[src/rtl/demux_1to4_stream.sv]
// Registered 1-to-4 stream demultiplexer: routes each input word to the channel named by in_sel.
// Each channel has a one-entry valid/ready holding register and a wrapping delivered-word counter.
module demux_1to4_stream #(
  parameter int unsigned DATA_W = 8,
  parameter int unsigned CNT_W  = 8
) (
  input  logic                  clk,
  input  logic                  rst,
  input  logic [DATA_W-1:0]     in_data,
  input  logic [1:0]            in_sel,
  input  logic                  in_valid,
  output logic                  in_ready,
  output logic [4*DATA_W-1:0]   out_data,
  output logic [3:0]            out_valid,
  input  logic [3:0]            out_ready,
  output logic [4*CNT_W-1:0]    deliv_cnt
);

  logic [3:0]        valid_q, valid_d;
  logic [DATA_W-1:0] data_q [4];
  logic [DATA_W-1:0] data_d [4];
  logic [CNT_W-1:0]  cnt_q  [4];
  logic [CNT_W-1:0]  cnt_d  [4];
  logic              accept;

  // Only the selected channel can stall the producer.
  assign in_ready = ~valid_q[in_sel] | out_ready[in_sel];
  assign accept   = in_valid & in_ready;

  always_comb begin
    valid_d = valid_q;
    for (int k = 0; k < 4; k++) begin
      data_d[k] = data_q[k];
      cnt_d[k]  = cnt_q[k];
      if (valid_q[k] && out_ready[k]) begin
        cnt_d[k]   = cnt_q[k] + CNT_W'(1);
        valid_d[k] = 1'b0;
      end
      // A load in the same cycle as a drain refills the slot with no bubble.
      if (accept && (in_sel == 2'(k))) begin
        valid_d[k] = 1'b1;
        data_d[k]  = in_data;
      end
    end
  end

  always_ff @(posedge clk or posedge rst) begin
    if (rst) begin
      valid_q <= '0;
      for (int k = 0; k < 4; k++) begin
        data_q[k] <= '0;
        cnt_q[k]  <= '0;
      end
    end else begin
      valid_q <= valid_d;
      for (int k = 0; k < 4; k++) begin
        data_q[k] <= data_d[k];
        cnt_q[k]  <= cnt_d[k];
      end
    end
  end

  always_comb begin
    out_valid = valid_q;
    out_data  = '0;
    deliv_cnt = '0;
    for (int k = 0; k < 4; k++) begin
      out_data[k*DATA_W +: DATA_W] = data_q[k];
      deliv_cnt[k*CNT_W +: CNT_W]  = cnt_q[k];
    end
  end

endmodule

[config.mk]
export PLATFORM = sky130hd
export DESIGN_NAME = demux_1to4_stream
export DESIGN_NICKNAME = d
export VERILOG_FILES = /design/src/rtl/demux_1to4_stream.sv
export SDC_FILE = /design/constraint.sdc
export NUM_CORES = 1
export LEC_CHECK = 0
export ABC_CLOCK_PERIOD_IN_PS = 5740
export CAP_MARGIN = 20
export CORE_MARGIN = 5
export CORE_UTILIZATION = 50
export CTS_CLUSTER_SIZE = 25
export DETAILED_ROUTE_END_ITERATION = 16
export PLACE_DENSITY_LB_ADDON = 0.08
export SLEW_MARGIN = 10
export SYNTH_ARGS = -nofsm -noshare
export SYNTH_HDL_FRONTEND = slang
export SYNTH_SLANG_ARGS = --single-unit
[constraint.sdc]
create_clock -name clk -period 5.74 [get_ports clk]
set_clock_uncertainty 0.1 [all_clocks]
set_input_delay 1.148 -clock clk [delete_from_list [all_inputs] [get_ports clk]]
set_output_delay 1.148 -clock clk [all_outputs]
set_load 0.01 [all_outputs]
==> reports/metrics.csv <==
stage,metric,value,unit
status,outcome,completed,
clocking,cts_tree,built,
global_routing,gr-total-overflow,0,
setup_path,worstSetupStartpointType,input port,
setup_path,r2r_setup_slack,3.86,ns
global_routing,grt_use_total,0.181,
route,ant_nets,0,
pwr,powerDensity,388,nW/um^2
layout,antenna_cells,0,
clocking,cts_buffer_depth,2,
timing,fmax,0.241,GHz
pwr,pwr-share-clk,0.243,
timing,rsz0062_at_grt,false,
synthesis,ys_warn_count,0,
route,dr_total_vias,1853,
pwr,internal-power,1.07,mW
global_routing,grt_pass1_vias,1985,
setup_path,critPathKind,input port to output port,
synthesis,syn_avg_cell_area,14.0,um^2
layout,synthToLayoutAreaGrowth,40.8,%
timing,setup_tns,0,ns
setup_path,slowest_stage,clkdlybuf4s50_1,
placed_design,placedInstanceArea,3710,um^2
pwr,p_sw,0.443,mW
pwr,comb_power_share,0.302,
synthesis,yosysSeqAreaShare,0.615,
pwr,ir_drop,0.233,mV
clocking,cts_hold_buf,0,
die,die_w,84.4,um
pwr,pwr-share-seq,0.455,
timing,post-route-period-util,0.722,
synthesis,synth_seq_cells,68,
synthesis,ys_types,23,
route,wl_per_cell,15.8,um
setup_path,critPathMaxStageDelay,0.64,ns
clocking,h-tree-depth,3,
route,routed_wl,5.84,mm
timing,setup_slack,1.59,ns
setup_path,crit_path_frequent_cell,clkdlybuf4s50_1,
die,die_y,84.4,um
pwr,p_sw_frac,0.293,
die,core_region_area,5440,um^2
synthesis,synthCells,198,
layout,drive_above_1_share,0.191,
setup_path,critPathTopFamily,buffers and inverters,
setup_path,required,4.49,ns
route,vias_per_cell,5.01,
layout,final_common_cell,clkdlybuf4s50_1,
hold_path,hp-class,register to register,
timing,drv_slew,0,
pwr,leakage,1.66,nW
timing,relSlewSlack,0.441,
clocking,insertion_delay,0.34,ns
clocking,clkSinkCount,68,
timing,hold_ws,0.367,ns
route,drtIter0Drc,45,
die,boundaryPins,86,
placed_design,dpl_worst_slack,1.59,ns
clocking,clk_pin_slew,0.07,ns
timing,hold_viol,0,
placed_design,io_buffers,85,
clocking,postCtsSetupBuffers,0,
clocking,cts-root-buf,clkbuf_8,
route,drt-pass1-iter-count,4,
die,rows,27,
synthesis,syn_area,2770,um^2
timing,tightest_slew,0.837,ns
die,dieArea,7130,um^2
die,start_util,0.509,
global_routing,grt_max_degree,45,
timing,fin_crit,4.15,ns
layout,fin_area,3900,um^2
placed_design,gp_congestion,0.726,
global_routing,grt_pass1_wl,9.94,mm
synthesis,synth_nets,219,
global_routing,antenna_found_initial,0,
timing,setup_viol,0,
placed_design,dp_hpwl,4.18,mm
setup_path,end_kind,output port,
setup_path,crit_buf_inv,2,
setup_path,worst_ep_arrival_time,2.90,ns
run,drv_cap,0,
setup_path,crit_chain,"clkdlybuf4s50_1, mux4_1, clkdlybuf4s50_1",
clocking,cts_resized,0,
setup_path,worst-path-max-fanout,6,
pwr,total_power,1.51,mW
clocking,numCtsBuffers,9,
layout,fin_nets,314,
layout,layout_common_cells,"85 x clkdlybuf4s50_1, 68 x dfrtp_1, 36 x mux2_2",
route,route.detailed.drc,0,
## cells by family after synthesis
family | Yosys count | synth area share
buffers and inverters | 3 | 0.00451
adder cells (fa/ha/maj) | 4 | 0.0181
XOR/XNOR | 28 | 0.0886
multiplexers | 37 | 0.156
AND/OR/NAND/NOR | 56 | 0.115
AO/OA/AOI/OAI | 2 | 0.00362
flip-flops | 68 | 0.615
## worst paths after layout
check | from | endpoint | cells past startpoint
setup / recovery | in_sel[0] | in_ready | 3
hold / removal | deliv_cnt[7] | deliv_cnt[7] | 1
setup reg to reg | out_valid[3] | out_data[30] | 3
hold reg to reg | deliv_cnt[7] | deliv_cnt[7] | 1
max in group asynchronous | rst | out_data[26] | 3
min in group asynchronous | rst | deliv_cnt[29] | 2
## registers in the layout, indices dropped and copies added (netlist names)
name / cells
out_data: 32
deliv_cnt: 32
out_valid: 4
## per-stage QoR
step / utilization / instances
2_1_floorplan: - / 198
3_3_place_gp: 0.682 / 354
3_5_place_dp: 0.682 / 354
4_1_cts: 0.717 / 370
5_1_grt: 0.717 / 370
6_report: 0.717 / 370
## cell type report
| type | instances | area [um^2] |
|---|---|---|
| Fill cell | 414 | 1540 |
| Clock inverter | 3 | 20.0 |
| Sequential cell | 68 | 1700 |
| Inverter | 1 | 3.75 |
| Clock buffer | 13 | 169 |
| Multi-Input combinational cell | 127 | 1050 |
| Timing Repair Buffer | 86 | 858 |
| Tap cell | 72 | 90.1 |
## metal layers
layer,vias to the layer above,part of all wire,global-route usage
met3,8,0.069,0.0658
li1,878,-,-
met1,917,0.44,0.220
met2,50,0.48,0.286
met4,0,0.018,0.0863
met5,-,0,0
## worst register-to-register path: stages (launching register included)
cell,delay (ns)
dfrtp_1,0.42
nand2b_1,0.14
nor2b_1,0.69
mux2_2,0.41
## cells in the mapped netlist, drive strengths merged
cell | n | share of area
nand4 | 7 | 0.016
nand2b | 4 | 0.0090
dfrtp | 68 | 0.61
nor2 | 3 | 0.0041
mux2 | 36 | 0.15
nand3 | 4 | 0.0072
nor2b | 1 | 0.0023
clkbuf | 1 | 0.0014
and3 | 5 | 0.011
buf | 1 | 0.0018
and4 | 3 | 0.0095
nand2 | 22 | 0.032
xnor2 | 21 | 0.066
o21ai | 2 | 0.0036
nor3b | 3 | 0.016
mux4 | 1 | 0.0095
inv | 1 | 0.0014
ha | 4 | 0.018
xor2 | 7 | 0.022
and2 | 1 | 0.0023
nor3 | 3 | 0.0054
## power groups by stage
stage	clock [mW]	sequential (mW)	combinational [mW]
finish	0.367	0.687	0.457
CTS	0.374	0.688	0.465
detailed placement	0	0.695	0.464
global placement	0	0.691	0.455
global route	0.400	0.707	0.499
floorplan	0	0.734	0.139
No activity file was read; power rests on OpenSTA's default activity.
